### config.mk
export PLATFORM = sky130hd
export DESIGN_NAME = fire_scheduler
export DESIGN_NICKNAME = d
export VERILOG_FILES = /design/src/rtl/fire_scheduler.sv
export SDC_FILE = /design/constraint.sdc
export NUM_CORES = 1
export LEC_CHECK = 0
export CORE_MARGIN = 4
export CORE_UTILIZATION = 55
export CTS_BUF_LIST = sky130_fd_sc_hd__clkbuf_4 sky130_fd_sc_hd__clkbuf_8 sky130_fd_sc_hd__clkbuf_16
export CTS_CLUSTER_DIAMETER = 150
export DETAILED_ROUTE_END_ITERATION = 8
export MAX_ROUTING_LAYER = met4
export PLACE_DENSITY = 0.77
export SLEW_MARGIN = 5
export SYNTH_ARGS = -nofsm -noshare
export SYNTH_HDL_FRONTEND = slang
export SYNTH_SLANG_ARGS = --single-unit
### constraint.sdc
create_clock -name clk -period 2.7 [get_ports clk]
set_clock_uncertainty 0.05 [all_clocks]
set_input_delay 0.405 -clock clk [delete_from_list [all_inputs] [get_ports clk]]
set_output_delay 0.405 -clock clk [all_outputs]
set_load 0.01 [all_outputs]
### src/rtl/fire_scheduler.sv
// fire_scheduler: double-buffered activity bitfield with priority-ordered drain.
//
// Producers mark indices in an accumulate bank during a timestep. A swap moves the
// accumulate bank into a drain bank. The drain bank is then emitted one index per
// cycle over a valid/ready handshake, lowest or highest index first. A one-cycle
// done pulse follows the end of every drain epoch, including an empty one.
//
// Parameters:
//   WIDTH     number of tracked indices (>= 2, any value)
//   LSB_FIRST 1: lowest set index first, 0: highest set index first
//   IDX_W     derived index width, not meant to be overridden
//
// Ports:
//   clk          rising-edge clock
//   reset_n      asynchronous active-low reset
//   set_valid    mark set_idx in the accumulate bank this cycle
//   set_idx      index to mark; values >= WIDTH are ignored
//   swap         request to move the accumulate bank into the drain bank
//   swap_ready   high in IDLE, when a swap is accepted
//   flush        synchronous clear of both banks; overrides everything else
//   out_valid    out_idx holds a pending drain index
//   out_idx      index on offer, 0 when out_valid is low
//   out_ready    consumer accepts out_idx
//   done         one-cycle pulse after a drain epoch finishes
//   busy         high while draining
//   pending_cnt  set bits left in the drain bank (only with FIRE_SCHED_COUNT_EN)
//
// Optional feature: define FIRE_SCHED_COUNT_EN to add the pending_cnt output.

module fire_scheduler #(
  parameter int unsigned  WIDTH     = 16,
  parameter int unsigned  LSB_FIRST = 1,
  localparam int unsigned IDX_W     = (WIDTH > 1) ? $clog2(WIDTH) : 1
) (
  input  logic             clk,
  input  logic             reset_n,
  input  logic             set_valid,
  input  logic [IDX_W-1:0] set_idx,
  input  logic             swap,
  output logic             swap_ready,
  input  logic             flush,
  output logic             out_valid,
  output logic [IDX_W-1:0] out_idx,
  input  logic             out_ready,
  output logic             done,
  output logic             busy
`ifdef FIRE_SCHED_COUNT_EN
  ,
  output logic [IDX_W:0]   pending_cnt
`endif
);

  typedef enum logic [0:0] {
    StIdle,
    StDrain
  } state_e;

  state_e             state_q, state_d;
  logic [WIDTH-1:0]   acc_q, acc_d;
  logic [WIDTH-1:0]   drain_q, drain_d;
  logic               done_q, done_d;

  logic [WIDTH-1:0]   set_vec;
  logic [WIDTH-1:0]   clr_vec;
  logic [IDX_W-1:0]   enc_idx;

  // One-hot of the incoming set; indices >= WIDTH match no bit and drop out here.
  always_comb begin
    set_vec = '0;
    for (int unsigned i = 0; i < WIDTH; i++) begin
      set_vec[i] = set_valid && (set_idx == IDX_W'(i));
    end
  end

  // Priority encode of the registered drain bank. The last match in loop order
  // wins, so the loop direction selects which end of the bank has priority.
  always_comb begin
    enc_idx = '0;
    if (LSB_FIRST != 0) begin
      for (int i = int'(WIDTH) - 1; i >= 0; i--) begin
        if (drain_q[i]) enc_idx = IDX_W'(i);
      end
    end else begin
      for (int i = 0; i < int'(WIDTH); i++) begin
        if (drain_q[i]) enc_idx = IDX_W'(i);
      end
    end
  end

  always_comb begin
    clr_vec = '0;
    for (int unsigned i = 0; i < WIDTH; i++) begin
      clr_vec[i] = (enc_idx == IDX_W'(i));
    end
  end

`ifdef FIRE_SCHED_COUNT_EN
  logic [IDX_W:0] cnt_q, cnt_d;

  function automatic logic [IDX_W:0] popcnt(input logic [WIDTH-1:0] v);
    logic [IDX_W:0] c;
    c = '0;
    for (int unsigned i = 0; i < WIDTH; i++) begin
      c = c + {{IDX_W{1'b0}}, v[i]};
    end
    return c;
  endfunction
`endif

  always_comb begin
    acc_d   = acc_q | set_vec;
    drain_d = drain_q;
    state_d = state_q;
    done_d  = 1'b0;
`ifdef FIRE_SCHED_COUNT_EN
    cnt_d   = cnt_q;
`endif
    if (flush) begin
      acc_d   = '0;
      drain_d = '0;
      state_d = StIdle;
`ifdef FIRE_SCHED_COUNT_EN
      cnt_d   = '0;
`endif
    end else begin
      unique case (state_q)
        StIdle: begin
          if (swap) begin
            // A set arriving in the swap cycle belongs to the epoch being closed.
            drain_d = acc_q | set_vec;
            acc_d   = '0;
`ifdef FIRE_SCHED_COUNT_EN
            cnt_d   = popcnt(drain_d);
`endif
            if (|drain_d) begin
              state_d = StDrain;
            end else begin
              done_d = 1'b1;
            end
          end
        end
        StDrain: begin
          // Swap is ignored here; new sets only reach the accumulate bank.
          if (out_ready) begin
            drain_d = drain_q & ~clr_vec;
`ifdef FIRE_SCHED_COUNT_EN
            cnt_d   = cnt_q - (IDX_W + 1)'(1);
`endif
            if (drain_d == '0) begin
              state_d = StIdle;
              done_d  = 1'b1;
            end
          end
        end
        default: begin
          state_d = StIdle;
        end
      endcase
    end
  end

  always_ff @(posedge clk or negedge reset_n) begin
    if (!reset_n) begin
      state_q <= StIdle;
      acc_q   <= '0;
      drain_q <= '0;
      done_q  <= 1'b0;
    end else begin
      state_q <= state_d;
      acc_q   <= acc_d;
      drain_q <= drain_d;
      done_q  <= done_d;
    end
  end

`ifdef FIRE_SCHED_COUNT_EN
  always_ff @(posedge clk or negedge reset_n) begin
    if (!reset_n) begin
      cnt_q <= '0;
    end else begin
      cnt_q <= cnt_d;
    end
  end

  assign pending_cnt = cnt_q;
`endif

  assign out_valid  = (state_q == StDrain);
  assign out_idx    = out_valid ? enc_idx : '0;
  assign busy       = (state_q == StDrain);
  assign swap_ready = (state_q == StIdle);
  assign done       = done_q;

endmodule

Word level (Yosys, flattened, before mapping)
Cells that the tools add are included.
{"block": "totals", "ff_bits": 34, "in_bits": 10, "output_inout_bits": 8}
{"block": "classes", "eq_ne": 32, "n_mux": 36, "n_bitwise": 4, "reduce_logical": 21}
{"op": "$mux W16", "n": 6}
{"op": "$mux W4", "n": 17}
{"op": "$eq A4 B4 Y1 const B", "n": 16}
{"op": "$eq A4 B3 Y1 const B", "n": 8}
{"op": "$pmux W16 S2", "n": 1}
{"op": "$and A16 B16 Y16", "n": 1}
{"op": "$eq A4 B2 Y1 const B", "n": 4}
{"op": "$logic_and A1 B1 Y1", "n": 16}
{"op": "$logic_not A16 Y1", "n": 1}
{"op": "$not A16 Y16", "n": 1}
{"op": "$or A16 B16 Y16", "n": 1}
{"op": "$reduce_or A16 Y1", "n": 1}
{"op": "$mux W1", "n": 10}
{"op": "$eq A4 B1 Y1 const B", "n": 2}
{"op": "$logic_not A4 Y1", "n": 2}
{"op": "$pmux W1 S2", "n": 2}
{"op": "$ne A3 B2 Y1 const B", "n": 1}
{"op": "$ne A3 B3 Y1 const B", "n": 1}
{"op": "$reduce_and A2 Y1", "n": 1}
{"op": "$not A1 Y1", "n": 1}

Logic depth before layout (Yosys ltp)
Gate-level depths: netlist of the first run.
{"block": "depth", "word_depth": 24, "depth_mapped": 9, "depth_no_buf": 7}

Least setup slack after synthesis of the first run
OpenSTA, ideal clock, no wires.
{"block": "synth_timing", "kind": "register -> register", "start": "register drain_q[3]", "end": "register state_q (netlist: busy)", "setup_time_ns": 0.130, "arrival_ns": 2.172, "setup_slack_ns": 0.349, "stages_incl_launch_ff": 10, "n_path_buf": 2, "synth_period_minus_slack_ns": 2.351, "cell_sequence": "dfrtp_1 or4_1 buf_2 or2_1 buf_6 a211o_1 a21oi_1 nand4_1 o31ai_1 a21oi_1"}
{"block": "synth_via", "elab_chain_cells": 12, "word_cells_on_any_way": 27}
{"item": "from (decl)", "line": "60", "rtl": "logic [WIDTH-1:0] drain_q, drain_d;"}
{"item": "from (signal assigned)", "line": "171", "rtl": "drain_q <= drain_d;"}
{"item": "$mux W4 (4 in series)", "line": "81", "rtl": "if (drain_q[i]) enc_idx = IDX_W'(i);"}
{"item": "$eq A4 B1 Y1 (tied with other cells)", "line": "93", "rtl": "clr_vec[i] = (enc_idx == IDX_W'(i));"}
{"item": "$not A16 Y16", "line": "145", "rtl": "drain_d = drain_q & ~clr_vec;"}
{"item": "$and A16 B16 Y16 *", "line": "145"}
{"item": "$logic_not A16 Y1 *", "line": "149", "rtl": "if (drain_d == '0) begin"}
{"item": "$mux W1 *", "line": "149"}
{"item": "$mux W1 *", "line": "144", "rtl": "if (out_ready) begin"}
{"item": "$pmux W1 S2 *", "line": "126", "rtl": "unique case (state_q)"}
{"item": "$mux W1 *", "line": "118", "rtl": "if (flush) begin"}
{"item": "via state_d", "line": "58", "rtl": "state_e state_q, state_d;"}
{"item": "to (signal assigned)", "line": "164", "rtl": "state_q <= StIdle;"}
{"item": "to (signal assigned)", "line": "169", "rtl": "state_q <= state_d;"}
{"item": "to (decl)", "line": "58"}
The timed path passes the listed nets; every way through them passes the cells marked *.
A chain may end at the register's enable or synchronous reset.

Worst setup path in the final report of the first run
{"block": "layout_timing", "start": "register drain_q[4]", "end": "output out_idx[3]"}
{"block": "layout_via", "elab_chain_cells": 6}
{"item": "$mux W4 (5 in series)", "line": "81"}
{"item": "$mux W4", "line": "189", "rtl": "assign out_idx = out_valid ? enc_idx : '0;"}
{"item": "to (decl)", "line": "43", "rtl": "output logic [IDX_W-1:0] out_idx,"}
No other way between the ends.

==> results of run 1 <==
-- metrics by stage --
step            util  total power [mW]  instance area (um2)  std cells
5_1_grt        0.680              1.15                 2290        305
2_1_floorplan      -             0.692                 1930        232
3_5_place_dp   0.656             0.794                 2210        297
3_3_place_gp   0.656             0.792                 2210        297
6_report       0.680              1.10                 2290        305
4_1_cts        0.679              1.10                 2280        305
-- area by class of cell --
type,count,area share
flip-flops and latches,34,0.373
repair buffers,32,0.124
inverters,7,0.0115
clock inverters,1,0.00219
multi-input cells,178,0.439
clock buffers,7,0.0257
well taps,46,0.0252
-- registers in the layout, summed over array words and instances, names as in the netlist --
signal   cells
acc_q       16
busy         1
done         1
drain_q     16
-- cells in the mapped netlist (all sizes together) (2+ instances only) --
cell type,count,share of area
a21o,2,0.0078
nor2b,3,0.0097
buf,3,0.012
or3,4,0.013
a21oi,23,0.060
nand2,7,0.014
nor2,41,0.080
nor3b,2,0.0078
nand2b,3,0.0097
o41a,3,0.018
o31a,3,0.014
o22ai,4,0.013
o311ai,2,0.0091
or4,3,0.012
dfrtp,34,0.44
o21a,2,0.0078
nor3,8,0.021
a31oi,6,0.019
o21ai,29,0.075
or2,3,0.0097
inv,6,0.012
nand4,6,0.019
clkbuf,10,0.019
nor4,6,0.019
o31ai,4,0.016
-- cell families (layout without fill, tap and decap cells) --
logic type / Yosys count / in the layout / share of synthesized area
simple gates: 90 / 90 / 0.229
compound gates: 87 / 87 / 0.279
flops: 34 / 34 / 0.442
buf+inv: 20 / 47 / 0.0455
fa+ha+maj: 1 / 1 / 0.00520
-- worst max path at each step --
stage	startpoint	end	slack [ns]
6_report	drain_q[4]	out_idx[3]	0.14
5_1_grt	drain_q[4]	out_idx[3]	0.01
4_1_cts	drain_q[5]	out_idx[1]	0.02
3_5_place_dp	drain_q[4]	out_idx[3]	0.16
3_3_place_gp	drain_q[2]	out_idx[3]	0.19
2_1_floorplan	drain_q[3]	busy	0.35
-- power by group through the flow --
stage | logic [mW] | registers [mW] | clock network (mW)
floorplan | 0.150 | 0.541 | 0
global placement | 0.251 | 0.542 | 0
detailed placement | 0.252 | 0.542 | 0
CTS | 0.255 | 0.532 | 0.310
global route | 0.285 | 0.535 | 0.332
finish | 0.261 | 0.532 | 0.303
-- repair_timing --
| item | 4_1_cts | 5_1_grt |
|---|---|---|
| hold endpoints to repair | 0 | 0 |
| hold buffers | 0 | 0 |
| resized for setup | 9 | 4 |
| endpoints found under the setup margin | 4 | 3 |
-- routing by layer --
metal  share of wire  wire length, um  vias to the layer above
met5               0                0                        -
met4           0.031              161                        0
met3           0.072              375                       20
met2            0.46             2420                      102
met1            0.44             2280                      882
li1                -                -                      905
==> out/results.tsv, run 1 <==
metric	value	unit
outcome	completed	
Min Hold Slack	0.402	ns
FF-to-FF setup slack	0.21	ns
TNS Setup	0	ns
GRT Total Usage	0.271	
Ant. Diodes	0	
Register-to-Register Path Depth	7	
Layout Nets	268	
initial antenna violation count	0	
number of global-route vias before repair	1834	
CTS sink count	34	
number of synthesized flops with an enable pin	0	
Die ar.	4510	um2
# H-tree levels	2	
max-cap check violation count	0	
M2 GR Usage	0.404	
Post-Syn Area	1930	um2
CP peak stage delay	0.57	ns
final setup fails	0	
sequential cell area	853	um2
via count	1909	
worst reg2reg path endpoint	busy	
critical path, cell by cell	or4_4 -> or2_1 -> a211oi_1 -> clkdlybuf4s15_1	
CP Class	reg -> out	
FP Rows	21	
Post-DRT Antenna Nets	0	
setup slack after placement	0.160	ns
share of layout cells above drive strength 1	0.116	
met1 Usage GRT	0.358	
fin crit period	2.56	ns
CP Launch Type	flop	
Wirelength per Cell	17.1	um
die width	67.2	um
Tcrit/Tclk final	0.949	
CP max FO	7	
CP max stage cell	or4_4	
WP data arrival	2.11	ns
WP buf/inv	1	
gr busiest metal	met2	
die height	67.2	um
cts bufs inserted	5	
first-pass GRT wire length	8890	um
grt ovf	0	
Synth Instances	232	
DRT iter0 DRCs	364	
Layout area overhead	18.7	%
initial core utilization	0.573	
Seq/Total Area, Yosys	0.442	
Int Power	0.764	mW
VDD IR max	0.344	mV
Crit path depth	4	
sequential fraction of design power	0.486	
worst-case clock buffer depth	2	
setup slack after layout	0.137	ns
pin count of the biggest net entering global routing	35	
mean post-synth cell area	8.31	um2
CTS clock-pin slew for the worst setup and hold paths	0.10	ns
Cell Pwr Density	479	nW/um2
worst-margin pin slew	0.656	ns
commonest non-fill, non-tap cell in the layout	nor2_1	
# DRC	0	
top_reg_cell synth	dfrtp_1	
worst skew pair latency	0.34	ns
Post-Route WL	5230	um
switching power	0.332	mW
Combinational Power Share	0.238	
PortBufs	17	
Core Area	3360	um2
post-DP HPWL	3870	um
Critical R2R Launch	drain_q[4]	
Synth Net Count	242	
max-slew violation count	0	
Worst Hold Class	in -> async	
drt first pass iters	5	
Worst Path Required	2.25	ns
Crit path max-delay family	simple AND/OR/NAND/NOR gates	
setup bufs post-CTS	0	
Clock power frac	0.276	
final hold violations	0	
synth warn	0	
relative max-transition margin	0.561	
Layout fillers	316	
synthesized flop and latch total	34	
I/O pin count	18	
FFs w/ async S/R, synth	1.00	
Max Clk Rate	390	MHz
GPL Wtd Cong	1.01	
via-per-instance ratio	6.26	
CTS root buf	clkbuf_4	
Crit. End Element	output pin	
GR Layer Usage met3	0.0433	
CTS tree	yes	
distinct cell type count after synthesis	44	
unrepaired setup endpoints after global routing	false	
leakage power	1.02	nW
Multi-input gate area	1000	um2
commonest non-fill, non-tap cells in the layout	41 x nor2_1, 32 x dfrtp_1, 27 x o21ai_0, 23 x a21oi_1, 15 x buf_4	
switching part of the total	0.303	
(Power assumes the default switching activity.)
==> run 2, diff against run 1 <==
--- a/config.mk
+++ b/config.mk
@@ -5,7 +5,7 @@
 export SDC_FILE = /design/constraint.sdc
 export NUM_CORES = 1
 export LEC_CHECK = 0
-export CORE_MARGIN = 4
+export CORE_ASPECT_RATIO = 0.75
 export CORE_UTILIZATION = 55
 export CTS_BUF_LIST = sky130_fd_sc_hd__clkbuf_4 sky130_fd_sc_hd__clkbuf_8 sky130_fd_sc_hd__clkbuf_16
 export CTS_CLUSTER_DIAMETER = 150
==> constraint.sdc (replaced) <==
create_clock -name clk -period 2.51 [get_ports clk]
set_clock_uncertainty 0.05 [all_clocks]
set_input_delay 0.3765 -clock clk [delete_from_list [all_inputs] [get_ports clk]]
set_output_delay 0.3765 -clock clk [all_outputs]
set_load 0.01 [all_outputs]
==> run 2 against run 1 <==
Final area up 10%. Register-to-register slack worse by 0.19 ns. Count of clock-buffer cells in the layout down 1. Hold slack better by 0.019 ns. Global-route usage up 7.9 points. Total power up 29%. Clock power up 68%. Routed wire length up 15%. Setup slack worse by 0.12 ns.
==> out/results.tsv, run 2 (synthesized netlist as in run 1, its figures left out) <==
metric	value	unit	change
Tot Pwr	1.41	mW	+29%
via-per-instance ratio	6.66		+6.4%
biggest regs	acc_q (16), drain_q (16)		
number of global-route vias before repair	1898		+3.5%
CP Class	reg -> reg		
GPL Wtd Cong	0.971		-3.4%
leakage power	1.12	nW	+10%
FP Rows	18		-14%
CP peak stage delay	0.55	ns	-0.02 ns
Die ar.	3750	um2	-17%
PortBufs	17		unchanged
Placed Cells	302		+1.7%
VDD IR max	0.498	mV	+45%
pin count of the biggest net entering global routing	35		unchanged
max-cap check violation count	0		unchanged
critical path, cell by cell	or4_4 -> or2_4 -> buf_4 -> a211o_1 -> a21oi_2 -> nand4_1 -> o31ai_2 -> a21oi_1		
# DRC	0		unchanged
post-DP HPWL	4260	um	+9.8%
share of layout cells above drive strength 1	0.207		+0.0914
CP Launch Type	flop		
GRT Total Usage	0.350		+0.0788
commonest non-fill, non-tap cells in the layout	41 x nor2_1, 33 x dfrtp_1, 31 x buf_4, 25 x o21ai_0, 22 x a21oi_1		
final setup fails	0		unchanged
Max Clk Rate	402	MHz	
I/O pin count	18		unchanged
setup slack after layout	0.0204	ns	-0.117 ns
final hold violations	0		unchanged
Tcrit/Tclk final	0.992		
outcome	completed		
worst-margin pin slew	0.546	ns	-0.109 ns
drt first pass iters	6		+1
# H-tree levels	2		unchanged
die width	70.3	um	+4.7%
grt ovf	0		unchanged
DRT iter0 DRCs	197		-46%
Worst Hold Class	in -> async		
post-layout util	0.761		+0.0807
WP data arrival	2.61	ns	+0.50 ns
CTS root buf	clkbuf_8		
Layout area overhead	30.7	%	
CTS clock-pin slew for the worst setup and hold paths	0.07	ns	-0.03 ns
fin crit period	2.49	ns	
Core Area	3310	um2	-1.6%
Cell Pwr Density	560	nW/um2	+17%
initial core utilization	0.582		+0.00909
Post-Route WL	5990	um	+15%
unrepaired setup endpoints after global routing	true		
relative max-transition margin	0.635		+0.0737
Ant. Diodes	0		unchanged
worst-case clock buffer depth	2		unchanged
hold-fix buffers at CTS	0		unchanged
CTS sink count	34		unchanged
die height	53.3	um	-21%
Layout Nets	284		+6.0%
CP max FO	6		-1
worst skew pair latency	0.30	ns	-0.04 ns
Wirelength per Cell	19.0	um	+11%
commonest non-fill, non-tap cell in the layout	nor2_1		
Min Hold Slack	0.422	ns	+0.0194 ns
Layout fillers	253		-20%
via count	2097		+9.8%
CP max stage cell	or4_4		
FF-to-FF setup slack	0.02	ns	-0.19 ns
initial antenna violation count	0		unchanged
CTS tree	yes		
Finished Layout Cells	315		+3.3%
Post-DRT Antenna Nets	0		unchanged
Crit. End Element	flop		
setup slack after placement	0.0115	ns	-0.148 ns
max-slew violation count	0		unchanged
first-pass GRT wire length	9360	um	+5.4%
Worst Path Required	2.63	ns	+0.38 ns
cts bufs inserted	5		unchanged
## run 2: cell types whose count changed in the layout (fill, tap and decap cells not counted), sizes merged
cell,before,now
buf,15,31
bufinv,0,1
clkbuf,7,6
clkinv,2,1
clkinvlp,0,1
## run 2: cell type report
type                            instances  area, um2  area share
Clock buffer                            6       76.3      0.0303
Clock inverter                          2       37.5      0.0149
Inverter                                7       26.3      0.0104
Multi-Input combinational cell        178       1070       0.426
Sequential cell                        34        852       0.338
Tap cell                               40       50.0      0.0199
Timing Repair Buffer                   48        403       0.160
## run 2: metrics by stage
step                      area (um2)  setup TNS [ns]
after global placement          2280               0
final                           2520               0
after global routing            2520         -0.0758
after detailed placement        2280               0
after floorplan                 1930               0
after CTS                       2410         -0.0181
## run 2: worst paths after layout
kind | start | end | cells after the start
worst max-delay path | drain_q[7] | busy | 8
worst min-delay path | reset_n | acc_q[5] | 2
worst max register to register | drain_q[7] | busy | 8
worst min register to register | acc_q[9] | acc_q[9] | 2
max in group asynchronous | reset_n | drain_q[8] | 2
min in group clk | acc_q[9] | acc_q[9] | 2
## run 2: worst max-delay path: cells and delay by family, from the launching register on
family                 cells  cell delay, ns
flip-flops                 1            0.39
buffers and inverters      1            0.16
AND/OR/NAND/NOR            3            0.98
AO/OA/AOI/OAI              4            0.79
## run 2: timing repair
item                       4_1_cts  5_1_grt
hold endpoints to repair         0        0
gates cloned                     0        0
setup buffers                    0        5
gates resized for setup         11       16
setup endpoints to repair        6        4
pin swaps                        0        6
## run 2: report_power, final
group	switching [mW]	total [mW]	internal, mW	leakage (nW)
Sequential	0.0146	0.575	0.560	0.470
Combinational	0.188	0.327	0.139	0.596
Clock	0.202	0.509	0.307	0.0548
Total	0.405	1.41	1.01	1.12
## run 2: per-layer routing
metal	GRT usage	up-vias	routed length [um]
li1	-	950	-
met3	0.0743	22	655
met5	-	-	0
met2	0.537	117	2670
met1	0.468	1008	2510
met4	0.117	0	150
